## src/rtl/reg_reduce_pipe.sv

```systemverilog
// Registered N-input AND/OR/XOR reduction with optional inversion, optional output
// register stages, valid/ready flow control and a saturating count of delivered ones.
module reg_reduce_pipe #(
    parameter int WIDTH      = 2,
    parameter int OUT_STAGES = 0,
    parameter int COUNT_W    = 8
) (
    input  logic               clk,
    input  logic               rst_n,
    input  logic [WIDTH-1:0]   in_data,
    input  logic [1:0]         in_op,
    input  logic               in_inv,
    input  logic               in_valid,
    output logic               in_ready,
    output logic               out_data,
    output logic               out_valid,
    input  logic               out_ready,
    input  logic               clr,
    output logic [COUNT_W-1:0] ones_cnt
);

    logic [WIDTH-1:0]    s0_data;
    logic [1:0]          s0_op;
    logic                s0_inv;
    logic                s0_valid;
    logic                red;
    logic                res;
    logic [OUT_STAGES+1:0] rdy;
    logic                deliver;

    always_comb begin
        red = &s0_data;
        case (s0_op)
            2'b01:   red = |s0_data;
            2'b10:   red = ^s0_data;
            default: red = &s0_data;
        endcase
        res = red ^ s0_inv;
    end

    // rdy[i] is the accept condition of stage i; rdy[OUT_STAGES+1] is the downstream
    assign rdy[OUT_STAGES+1] = out_ready;
    assign rdy[0]            = !s0_valid || rdy[1];
    assign in_ready          = rdy[0];

    always_ff @(posedge clk or negedge rst_n) begin
        if (!rst_n) begin
            s0_data  <= '0;
            s0_op    <= 2'b00;
            s0_inv   <= 1'b0;
            s0_valid <= 1'b0;
        end else if (rdy[0]) begin
            s0_valid <= in_valid;
            if (in_valid) begin
                s0_data <= in_data;
                s0_op   <= in_op;
                s0_inv  <= in_inv;
            end
        end
    end

    generate
        if (OUT_STAGES == 0) begin : g_direct
            assign out_data  = res;
            assign out_valid = s0_valid;
        end else begin : g_stages
            logic [OUT_STAGES:1] stg_bit;
            logic [OUT_STAGES:1] stg_vld;

            for (genvar i = 1; i <= OUT_STAGES; i++) begin : g_rdy
                assign rdy[i] = !stg_vld[i] || rdy[i+1];
            end

            // Data bits only move when a valid token moves in, so emptied stages keep their last bit
            always_ff @(posedge clk or negedge rst_n) begin
                if (!rst_n) begin
                    stg_bit <= '0;
                    stg_vld <= '0;
                end else begin
                    if (rdy[1]) begin
                        stg_vld[1] <= s0_valid;
                        if (s0_valid) stg_bit[1] <= res;
                    end
                    for (int i = 2; i <= OUT_STAGES; i++) begin
                        if (rdy[i]) begin
                            stg_vld[i] <= stg_vld[i-1];
                            if (stg_vld[i-1]) stg_bit[i] <= stg_bit[i-1];
                        end
                    end
                end
            end

            assign out_data  = stg_bit[OUT_STAGES];
            assign out_valid = stg_vld[OUT_STAGES];
        end
    endgenerate

    assign deliver = out_valid && out_ready;

    // Clear wins over a simultaneous counted delivery
    always_ff @(posedge clk or negedge rst_n) begin
        if (!rst_n) begin
            ones_cnt <= '0;
        end else if (clr) begin
            ones_cnt <= '0;
        end else if (deliver && out_data && (ones_cnt != '1)) begin
            ones_cnt <= ones_cnt + 1'b1;
        end
    end

endmodule

```

## config.mk

```make
export PLATFORM = sky130hd
export DESIGN_NAME = reg_reduce_pipe
export DESIGN_NICKNAME = d
export VERILOG_FILES = /design/src/rtl/reg_reduce_pipe.sv
export SDC_FILE = /design/constraint.sdc
export NUM_CORES = 1
export LEC_CHECK = 0
export CAP_MARGIN = 20
export CORE_MARGIN = 8
export CORE_UTILIZATION = 51
export DETAILED_ROUTE_END_ITERATION = 12
export PLACE_DENSITY = 0.85
export REMOVE_ABC_BUFFERS = 1
export SLEW_MARGIN = 20
export SYNTH_ARGS = -nofsm -noshare
export SYNTH_HDL_FRONTEND = slang
export SYNTH_SLANG_ARGS = --single-unit
```

## constraint.sdc

```tcl
create_clock -name clk -period 3 [get_ports clk]
set_input_delay 0.45 -clock clk [delete_from_list [all_inputs] [get_ports clk]]
set_output_delay 0.45 -clock clk [all_outputs]
set_load 0.1 [all_outputs]
```

# After elaboration in Yosys (flattened, before gate mapping)
# Index checks and enable logic that the tools add are counted.
# word_totals
out_inout_bits	11
mem_count	0
latchBits	0
romBits	0
ram_bits	0
elab_cells	23
inputBits	10
regBits	14
# op_classes
n_eq_ne	3
shift	0
muxes	3
div_mod_pow	0
n_mul	0
reduce_logical	10
bitwise_logic	1
magnitude_cmp	0
addsub	1
# op_table
op	n
two-way mux 8 bit	2
adder 8 x 1 -> 8 bit (second input constant)	1
!= test 8 bit (second input constant)	1
AND reduction 2 bit	2
logical AND 1 bit	3
== test 2 x 1 -> 1 bit (second input constant)	1
== test 2 bit (second input constant)	1
case mux 1 bit (2 select lines)	1
nonzero test 2 bit	1
OR reduction 2 bit	1
parity 2 bit	1
logical NOT 1 bit	1
logical OR 1 bit	1
XOR 1 bit	1

# Longest topological paths before layout
# Gate-level depths: netlist (run 1).
# depth
depth_word	7
ltp_mapped	8
depth_no_buf	7

# Worst setup path after synthesis (run 1)
# No wires, ideal clock.
# synth_path
kind	reg-to-output
start	reg s0_op[0]
end	out out_data
stages_incl_launch_ff	5
t_required_ps	2550
setup_slack_ps	-77
t_arrival_ps	2627
path_buffers	0
path_cell_list	dfrtp_1 > inv_1 > ha_1 > mux2_2 > xnor2_1
# synth_via
elab_chain_cells	3
elab_cells_between_ends	4
classes_between	2 x eq/ne; 1 x mux; 1 x bitwise
# synth_rtl
item	line	source
start, declared	23	logic [1:0] s0_op;
start signal, assigned	56	s0_op <= in_op;
== test 2 bit or == test 2 x 1 -> 1 bit (tied branches)	33	case (s0_op)
case mux 1 bit (2 select lines) (*)	33	
XOR 1 bit (*)	38	res = red ^ s0_inv;
end, declared	15	output logic out_data,
# Mark *: on every way between the ends. The rest lies on a longest branch, timed or not.

# Final worst setup path (run 1)
# layout_path
start	reg s0_data[0]
end	out out_data
# layout_via
elab_chain_cells	3
elab_cells_between_ends	5
classes_between	1 x mux; 1 x bitwise; 3 x reduce/logical
# layout_rtl
item	line	source
start, declared	22	logic [WIDTH-1:0] s0_data;
start signal, assigned	55	s0_data <= in_data;
AND reduction 2 bit (tied with other cells)	36	default: red = &s0_data;
case mux 1 bit (2 select lines) (*)	33	
XOR 1 bit (*)	38	
# Marked as above.

==> results of run 1 <==
-- cell type report --
class | instances | area [um^2]
clock buffers | 4 | 36.28
fillers | 123 | 480.5
flip-flops and latches | 14 | 350.3
repair buffers | 20 | 172.7
well taps | 16 | 20.02
multi-input cells | 62 | 445.4
inverters | 5 | 18.77
-- path summary, 6_finish.rpt --
path	start	endpoint	cells past startpoint
setup reg to reg	s0_data[0]	ones_cnt[0]	7
min in group asynchronous	rst_n	ones_cnt[6]	1
max in group asynchronous	rst_n	s0_inv	1
hold reg to reg	s0_data[1]	s0_data[1]	1
hold / removal	s0_data[1]	s0_data[1]	1
setup / recovery	s0_data[0]	out_data	7
-- metal layers --
metal | part of all wire, % | global-route usage [%] | wire length, um
met3 | 7.9 | 4.494 | 136
met5 | 0 | 0 | 0
met4 | 1.0 | 3.093 | 18
met1 | 43 | 12.43 | 748
met2 | 48 | 19.97 | 828
-- sequential cells by signal (all words and copies together), names as in the netlist --
signal     count
s0_data        2
s0_op          2
out_valid      1
s0_inv         1
ones_cnt       8
-- cell families after synthesis --
logic type	count (synthesis)
compound gates	10
xor+xnor	2
fa+ha+maj	5
buf+inv	7
flops	14
mux	9
simple gates	36
-- worst max-delay path, delay by kind of cell, from the launching register on --
| family | cells | cell delay, ps |
|---|---|---|
| buffers and inverters | 2 | 370 |
| adder cells (fa/ha/maj) | 1 | 280 |
| multiplexers | 1 | 270 |
| XOR/XNOR | 1 | 130 |
| AND/OR/NAND/NOR | 2 | 190 |
| flip-flops | 1 | 390 |
-- stage by stage --
stage	worst slack (ps)	area [um^2]	total power [mW]	hold WS (ps)	std cells
2_1_floorplan	-76.97	814.5	0.3804	154.4	81
3_3_place_gp	989.7	1007	0.4286	527.9	117
3_5_place_dp	948.2	1007	0.4357	530.8	117
4_1_cts	639.4	1044	0.5678	549.8	121
5_1_grt	503.0	1044	0.5922	568.9	121
6_report	643.3	1044	0.5639	548.3	121
-- placed cells by master, fill, tap and decap left out, drive strengths merged --
master | synthesis | final
xnor2 | 2 | 2
clkbuf | 1 | 4
mux2 | 8 | 8
and3 | 2 | 2
nand4 | 2 | 2
nand2b | 6 | 6
or3 | 3 | 3
nor3 | 2 | 2
nor2 | 4 | 4
ha | 5 | 5
dfrtp | 14 | 14
nor4 | 1 | 1
o21ba | 1 | 1
o21ai | 3 | 3
o21bai | 1 | 1
inv | 5 | 5
nand3 | 4 | 4
nor4b | 1 | 1
and4 | 1 | 1
mux2i | 1 | 1
buf | 1 | 11
a211o | 1 | 1
nand2 | 7 | 7
nor2b | 3 | 3
clkdlybuf4s50 | 0 | 9
a21oi | 4 | 4
-- power breakdown --
part           internal, mW  switching [mW]
sequential            0.203          0.0136
combinational        0.0686           0.146
clock                0.0737          0.0587
total                 0.345           0.219
==> metrics.md, run 1 <==
| Metric | Value |
|---|---|
| Status | complete, no violations |
| Number of cells produced by synthesis | 83 |
| Final Wtd Congestion | 0.8202 |
| Commonest cells in the netlist | 14 x dfrtp_1, 8 x mux2_2, 7 x nand2_1 |
| CP cell instances | inv_1 > ha_1 > nand2_1 > nand2_1 > mux2_2 > xnor2_1 > buf_4 |
| I/O pins | 21 |
| Compound-Gate Fraction of Synth Area | under 10% |
| Vias per inst | roughly 5.6 |
| Vias in the first global route | 701 |
| Mapped Avg Cell Area | between 9 and 10 um^2 |
| TritonCTS clock tree | yes |
| TritonCTS Buffers | 3 |
| Crit-path most repeated cell | nand2_1 |
| # Max-Cap Violations | 0 |
| Worst setup EP type | output port |
| Number of nets in the layout | roughly 120 |
| #FFs+latches synth | 14 |
| Req. time, crit path | around 2600 ps |
| Initial Utilization | a little over half |
| Adder-cell share of the synthesized area | under 10% |
| Post-synthesis mux area share | 12.07% |
| Placement row count | 14 |
| Post-synthesis xor/xnor area fraction | roughly 2.1% |
| CP max FO | 3 |
| Initial antenna violation count | 0 |
| Synth top area cells | dfrtp_1 42%, mux2_2 11%, ha_1 7.5% |
| Clock buffer depth | 2 |
| Post-synthesis cell type count | 27 |
| First-pass GRT wire length | between 3 and 4 mm |
| Slew headroom | between 50% and 60% |
| CTS Hold Bufs | 0 |
| Cell with the most instances after synthesis | dfrtp_1 |
| 1st-pass router iterations | 4 |
| Final hold vios | 0 |
| Tcrit/Tclk final | just under 80% |
| P_leak | 0.4785 nW |
| Antenna cell count | 0 |
| Routed wire length per instance | about 14 um |
| Final number of setup-violating endpoints | 0 |
| Largest net degree at the start of global routing | 15 |
| Async S/R FF share, synth | between 90% and 100% |
| Num Clock Sinks | 14 |
| Die Ht | approximately 56 um |
| Post-synth top area cell | dfrtp_1 |
| Postcts setup bufs | 0 |
| Post-DP HPWL | 1.340 mm |
| Die area | around 3200 um^2 |
| Synth top area share | 42.23% |
| YS warnings | 0 |
| Fin Setup TNS | 0 ps |
| Simple-gate portion of the synthesized area | 24.13% |
| Critical path type | flip-flop to output port |
| Number of flops mapped to enable cells by yosys | 0 |
| Crit-path slowest cell | dfrtp_1 |
| # DRC | 0 |
| Max IR drop VDD | 325.6 uV |
| Min-Delay Path Class | flip-flop to flip-flop |
| Grt ovf | 0 |
| Final WL | between 1.5 and 2 mm |
| Unrepaired setup endpoints after global routing | no |
| Die width | between 50 and 60 um |
| Core area | between 1500 and 2000 um^2 |
| Max Fclk | about 420 MHz |
| CTS Root Cell | clkbuf_4 |
| Startpoint Class | flip-flop |
| Via Count | 677 |
| Post-synth top flop | dfrtp_1 |
| CTS H-tree depth | 1 |
| Worst-path clk slew | about 80 ps |
| Share of layout cells above drive strength 1 | 24.76% |
| Max stage delay on crit path | between 300 and 400 ps |
| Largest family of logic cells by synthesized area | simple AND/OR/NAND/NOR gates |
| ANT nets after route | 0 |
| Port buffer count | 20 |
| Minimum clock period | 2357 ps |
| Clock Latency Late Sink | 270 ps |
| Post-CTS Resized | 0 |
| Worst Clk Skew | ~2.2 ps |
| Worst-Margin Slew | between 600 and 700 ps |
| Sequential area share after synthesis | 42.23% |
| Mapped Area | 829.5 um^2 |
| Total GRT Usage | 11.43% |
| Synthesis-to-layout area growth | 25.79% |
| Power Density | 540.4 nW/um^2 |
| Fin util | between 60% and 70% |
| Register-to-Register Setup Slack | approximately 1100 ps |
| Final Max Slew Viols | 0 |
| Drt initial violations | 6 |
| Critical path arrival | roughly 1900 ps |
Note: power is estimated with default switching activity, not from simulation.
==> run 2, diff against run 1 <==
CORE_UTILIZATION = 42   (was 51)
PLACE_DENSITY = 0.75   (was 0.85)
clock period = 2.09 ns   (was 3 ns; I/O delays follow)
==> run 2 against run 1 <==
Net effect:
- power is 54% higher
- register-to-register slack got worse by 970 ps
- combinational power increased by 89%
- routed wire length rose by 7.0%
- worst hold slack worse by 120 ps
- clock skew about the same
- sequential share of layout area down 2.9 points
- utilization decreased by 9.0 points
- critical path type unchanged
==> metrics.md, run 2 (same netlist as run 1, synthesis figures left out) <==
| Metric | Value |
|---|---|
| Largest net degree at the start of global routing | 15 (unchanged) |
| Flip-flop count of the largest register after layout | 8 (unchanged) |
| Worst-path clk slew | 80 ps (about the same) |
| Final hold vios | 0 (unchanged) |
| Max Fclk | 488.5 MHz |
| Reg area | 350.3 um^2 (unchanged) |
| Commonest non-fill, non-tap cell in the layout | dfrtp_1 |
| Share of layout cells above drive strength 1 | 32.71% (+7.9 points) |
| Antenna cell count | 0 (unchanged) |
| Unrepaired setup endpoints after global routing | yes |
| Initial antenna violation count | 0 (unchanged) |
| Port buffer count | 20 (unchanged) |
| Final Wtd Congestion | 0.7964 (-2.9%) |
| Max IR drop VDD | 490.1 uV (+51%) |
| CP max FO | 2 (-1) |
| Synthesis-to-layout area growth | 37.86% |
| I/O pins | 21 (unchanged) |
| Final WL | 1.854 mm (+7.0%) |
| Worst-Margin Slew | 641.0 ps (-0.7315 ps) |
| CP cell instances | inv_1 > ha_1 > nand2_2 > nand2_2 > mux2_4 > xnor2_4 > buf_12 |
| CTS Hold Bufs | 0 (unchanged) |
| Status | complete, no violations |
| FF-to-FF Start | s0_data[0] |
| Multi-input gate area | 498.0 um^2 (+12%) |
| Vias per inst | 5.060 (-9.6%) |
| Tcrit/Tclk final | a little over nine tenths |
| Power Density | 756.9 nW/um^2 (+40%) |
| Startpoint Class | flip-flop |
| Critical Path Source | s0_data[0] |
| Largest regs | ones_cnt x8, s0_data x2, s0_op x2 |
| TritonCTS clock tree | yes |
| Die Ht | 60.44 um (+7.3%) |
| # Max-Cap Violations | 0 (unchanged) |
| P_leak | 0.5091 nW (+6.4%) |
| Crit-path slowest cell | dfrtp_1 |
| First-pass GRT wire length | 2.973 mm (-3.4%) |
| Fillcell total | 182 (+48%) |
| Design Power | 0.8656 mW (+54%) |
| Post-DP HPWL | 1.288 mm (-3.9%) |
| CTS Root Cell | clkbuf_4 |
| Final number of setup-violating endpoints | 0 (unchanged) |
| Setup WS pre-CTS | 172.6 ps (-775.6 ps) |
| Largest Register | ones_cnt |
| Clock buffer depth | 2 (unchanged) |
| ANT nets after route | 0 (unchanged) |
| Die area | 3653 um^2 (+15%) |
| 1st-pass router iterations | 4 (unchanged) |
| Slew headroom | 57.13% (about the same) |
| Worst setup margin | 42.71 ps (-600.6 ps) |
| Num Clock Sinks | 14 (unchanged) |
| Crit-path most repeated cell | nand2_2 |
| Fin util | 59.51% (-9.0 points) |
| Commonest non-fill, non-tap cells in the layout | 14 x dfrtp_1, 12 x buf_4, 9 x clkdlybuf4s50_1 |
| Routed wire length per instance | 13.84 um (-3.3%) |
| Final Max Slew Viols | 0 (unchanged) |
| Grt ovf | 0 (unchanged) |
| Worst setup EP type | output port |
| Initial Utilization | 43.16% (-11 points) |
| Die width | 60.44 um (+7.3%) |
| Minimum clock period | 2047 ps |
| TritonCTS Buffers | 3 (unchanged) |
| Placement row count | 16 (+2) |
| Worst Clk Skew | 2.198 ps (-0.02795 ps) |
| Via Count | 678 (+0.15%) |
| Vias in the first global route | 696 (-0.71%) |
| Core area | 1922 um^2 (+26%) |
| Number of nets in the layout | 124 (+2.5%) |
| Req. time, crit path | 1780 ps (-770 ps) |
| CTS H-tree depth | 1 (unchanged) |
| Critical path arrival | 1730 ps (-180 ps) |
| Drt initial violations | 16 (+10) |
| Fin Setup TNS | 0 ps (unchanged) |
| Min-Delay Path Class | input pin to asynchronous set/reset pin |
| Total GRT Usage | 10.64% (-0.78 points) |
| Max stage delay on crit path | 350 ps (-40 ps) |
| Clock Latency Late Sink | 270 ps (about the same) |
| # DRC | 0 (unchanged) |
| Critical path type | flip-flop to output port |
## run 2: cell types whose count changed in the layout (fill, tap and decap cells not counted), moves of 2 or more
cell | before | now
nand2_1 | 7 | 5
ha_1 | 5 | 3
buf_12 | 0 | 2
nand2_2 | 0 | 2
## run 2: critical path: cells and delay by family, from the launching register on
| kind | cells | cell delay, ps |
|---|---|---|
| muxes | 1 | 300 |
| DFF | 1 | 350 |
| adders and majority gates | 1 | 290 |
| and+or+nand+nor | 2 | 130 |
| buffers and inverters | 2 | 230 |
| xor gates and xnor gates | 1 | 160 |
## run 2: area by class of cell
type | instances | share of cell area, %
clock buffer | 3 | 1.969
inverter | 5 | 1.641
multi-input combinational | 62 | 43.54
sequential | 14 | 30.63
tap | 27 | 2.954
timing repair buffer | 23 | 19.26
## run 2: per-stage QoR
| step | instance area (um^2) | instances | hold slack, ps |
|---|---|---|---|
| after global routing | 1144 | 134 | 474.9 |
| after floorplan | 814.5 | 81 | 17.91 |
| final | 1144 | 134 | 430.9 |
| after CTS | 1129 | 134 | 454.8 |
| after detailed placement | 1046 | 128 | 536.9 |
| after global placement | 1046 | 128 | 523.3 |
## run 2: timing repair
action,4_1_cts,5_1_grt
buffers inserted,3,0
pin swaps,2,3
resized for setup,5,4
setup endpoints to repair,1,2
## run 2: worst paths after layout
check | to | slack, ps | cells after the start
hold / removal | ones_cnt[3] | 430 | 1
hold reg to reg | s0_op[0] | 570 | 1
max in group asynchronous | ones_cnt[6] | 1250 | 1
setup reg to reg | ones_cnt[5] | 130 | 7
min in group clk | s0_op[0] | 570 | 1
setup / recovery | out_data | 40 | 7
## run 2: where the power goes
group	switching, mW	internal (mW)
sequential	0.0191	0.291
combinational	0.236	0.170
clock	0.0823	0.0667
## run 2: per-layer routing
metal	global-route usage, %	vias to the layer above	wire, um
li1	-	339	-
met1	11.50	313	821
met2	18.45	22	860
met3	4.025	4	150
met4	3.987	0	21
met5	0	-	0
==> run 3, diff against run 2 <==
CORE_MARGIN = 1.5   (was 8)
CORE_UTILIZATION = 45   (was 42)
CTS_BUF_LIST = sky130_fd_sc_hd__clkbuf_4   (was default)
PLACE_DENSITY = default   (was 0.75)
PLACE_DENSITY_LB_ADDON = 0.05   (was default)
==> run 3 against run 2 <==
Net effect:
- count of clock-buffer cells in the layout stayed put
- first-iteration DRC count is 38% lower
- utilization is 5.9 points higher
- sequential cell count stayed put
- power is 2.1% lower
- combinational power is 4% lower
- critical path depth stayed put
- fmax is 1.4% lower
- register-to-register slack hardly changed
- non-clock buffer count is 1 lower
- cell count is 2.2% lower
- critical endpoint unchanged
==> metrics.md, run 3 (same netlist as run 1, synthesis figures left out) <==
| Metric | Value |
|---|---|
| Max IR drop VDD | 469.1 uV (-4.3%) |
| Die width | 45.94 um (-24%) |
| # Max-Cap Violations | 0 (unchanged) |
| I/O pins | 21 (unchanged) |
| Vias in the first global route | 630 (-9.5%) |
| Via Count | 672 (-0.88%) |
| Number of nets in the layout | 123 (-0.81%) |
| Commonest non-fill, non-tap cells in the layout | 14 x dfrtp_1, 11 x buf_4, 9 x clkdlybuf4s50_1 |
| Critical path arrival | 1760 ps (+30 ps) |
| Port buffer count | 20 (unchanged) |
| Final Wtd Congestion | 0.8018 (+0.68%) |
| Critical path type | flip-flop to output port |
| ANT nets after route | 0 (unchanged) |
| Largest regs | ones_cnt x8, s0_data x2, s0_op x2 |
| Die Ht | 45.94 um (-24%) |
| Final number of setup-violating endpoints | 0 (unchanged) |
| Register-to-Register Setup Slack | 140 ps (about the same) |
| TritonCTS Buffers | 3 (unchanged) |
| Clock buffer depth | 2 (unchanged) |
| Minimum clock period | 2077 ps (+29.34 ps) |
| Final Max Slew Viols | 0 (unchanged) |
| CTS H-tree depth | 1 (unchanged) |
| Worst-Margin Slew | 656.6 ps (+15.56 ps) |
| TritonCTS clock tree | yes |
| Grt ovf | 0 (unchanged) |
| CP max FO | 3 (+1) |
| Worst-path clk slew | 80 ps (about the same) |
| Req. time, crit path | 1780 ps (about the same) |
| Critical Path Source | s0_data[0] |
| CTS Root Cell | clkbuf_4 |
| Tcrit/Tclk final | 99.36% (+1.4 points) |
| Num Clock Sinks | 14 (unchanged) |
| Design Power | 0.8476 mW (-2.1%) |
| First-pass GRT wire length | 2.773 mm (-6.7%) |
| R2r endpoint | ones_cnt[5] |
| Synthesis-to-layout area growth | 36.05% |
| Startpoint Class | flip-flop |
| Flip-flop count of the largest register after layout | 8 (unchanged) |
| Reg2reg path depth | 7 (unchanged) |
| Initial antenna violation count | 0 (unchanged) |
| Largest Register | ones_cnt |
| Core area | 1727 um^2 (-10%) |
| Largest net degree at the start of global routing | 15 (unchanged) |
| Clock Latency Late Sink | 270 ps (about the same) |
| Power Density | 751.0 nW/um^2 (-0.79%) |
| Worst Clk Skew | 1.458 ps (-0.7391 ps) |
| Post-DP HPWL | 1.174 mm (-8.9%) |
| Placed Cells | 126 (-1.6%) |
| Share of layout cells above drive strength 1 | 31.13% (-1.6 points) |
| Status | complete, no violations |
| Final WL | 1.652 mm (-11%) |
| Setup crit end | out_data |
| Initial Utilization | 48.04% (+4.9 points) |
| # DRC | 0 (unchanged) |
| Die area | 2110 um^2 (-42%) |
| Final hold vios | 0 (unchanged) |
| Drt initial violations | 10 (-6) |
| Placement row count | 15 (-1) |
| Total GRT Usage | 18.91% (+8.3 points) |
| P_leak | 0.5030 nW (-1.2%) |
| 1st-pass router iterations | 4 (unchanged) |
| Max Fclk | 481.5 MHz (-1.4%) |
| Non-filler cells, final | 131 (-2.2%) |
| Antenna cell count | 0 (unchanged) |
| Unrepaired setup endpoints after global routing | yes |
| Vias per inst | 5.130 (+1.4%) |
| Worst setup EP type | output port |
| Min-Delay Path Class | input pin to asynchronous set/reset pin |
| Slew headroom | 56.09% (-1.0 points) |
| Routed wire length per instance | 12.61 um (-8.9%) |
| Commonest non-fill, non-tap cell in the layout | dfrtp_1 |
| FF-to-FF Start | s0_data[0] |
[run 3: worst min path at each step]
| stage | end | slack [ps] |
|---|---|---|
| after detailed placement | s0_data[1] | 540 |
| after CTS | out_valid | 460 |
| after global placement | s0_op[1] | 520 |
| final | s0_inv | 440 |
| after floorplan | ones_cnt[0] | 20 |
| after global routing | s0_inv | 480 |
[run 3: stage by stage]
| step | hold WS, ps | instance area (um^2) | util, % | setup slack [ps] | setup TNS (ps) |
|---|---|---|---|---|---|
| 4_1_cts | 455.1 | 1104 | 63.91 | 0.7310 | 0 |
| 3_3_place_gp | 524.2 | 1044 | 60.43 | 202.2 | 0 |
| 3_5_place_dp | 536.7 | 1044 | 60.43 | 181.2 | 0 |
| 5_1_grt | 475.0 | 1129 | 65.36 | -85.65 | -85.65 |
| 2_1_floorplan | 17.91 | 814.5 | - | -850.5 | -3686 |
| 6_report | 443.0 | 1129 | 65.36 | 13.37 | 0 |
[run 3: metal layers]
layer	GRT usage [%]	vias up	part of all wire, %
met2	29.44	15	55
met3	5.159	2	2.9
met5	0	-	0
li1	-	336	-
met1	22.96	319	41
met4	11.43	0	0.85
[run 3: layout make-up]
type                            instances  area (um^2)
Inverter                                5        18.77
Clock buffer                            3        22.52
Multi-Input combinational cell         62        493.0
Sequential cell                        14        350.3
Fill cell                             150        598.1
Timing Repair Buffer                   22        212.7
Tap cell                               25        31.28
[run 3: report_power, final]
part | internal (mW) | switching [mW]
registers | 0.291 | 0.0211
logic | 0.161 | 0.229
clock network | 0.0666 | 0.0784
total | 0.519 | 0.328
[run 3: repair_timing]
action | 4_1_cts | 5_1_grt
buffers inserted | 0 | 2
endpoints found under the setup margin | 1 | 1
hold buffers | 0 | 0
gates cloned | 0 | 0
hold endpoints to repair | 0 | 0
resized for setup | 5 | 3
pin swaps | 1 | 0
[run 3: worst max-delay path, cell delays in order (launching register included)]
cell and delay (ps):
dfrtp_1 380, inv_1 50, ha_1 290, nand2_2 90, nand2_2 40, mux2_4 290, xnor2_4 160, buf_12 190
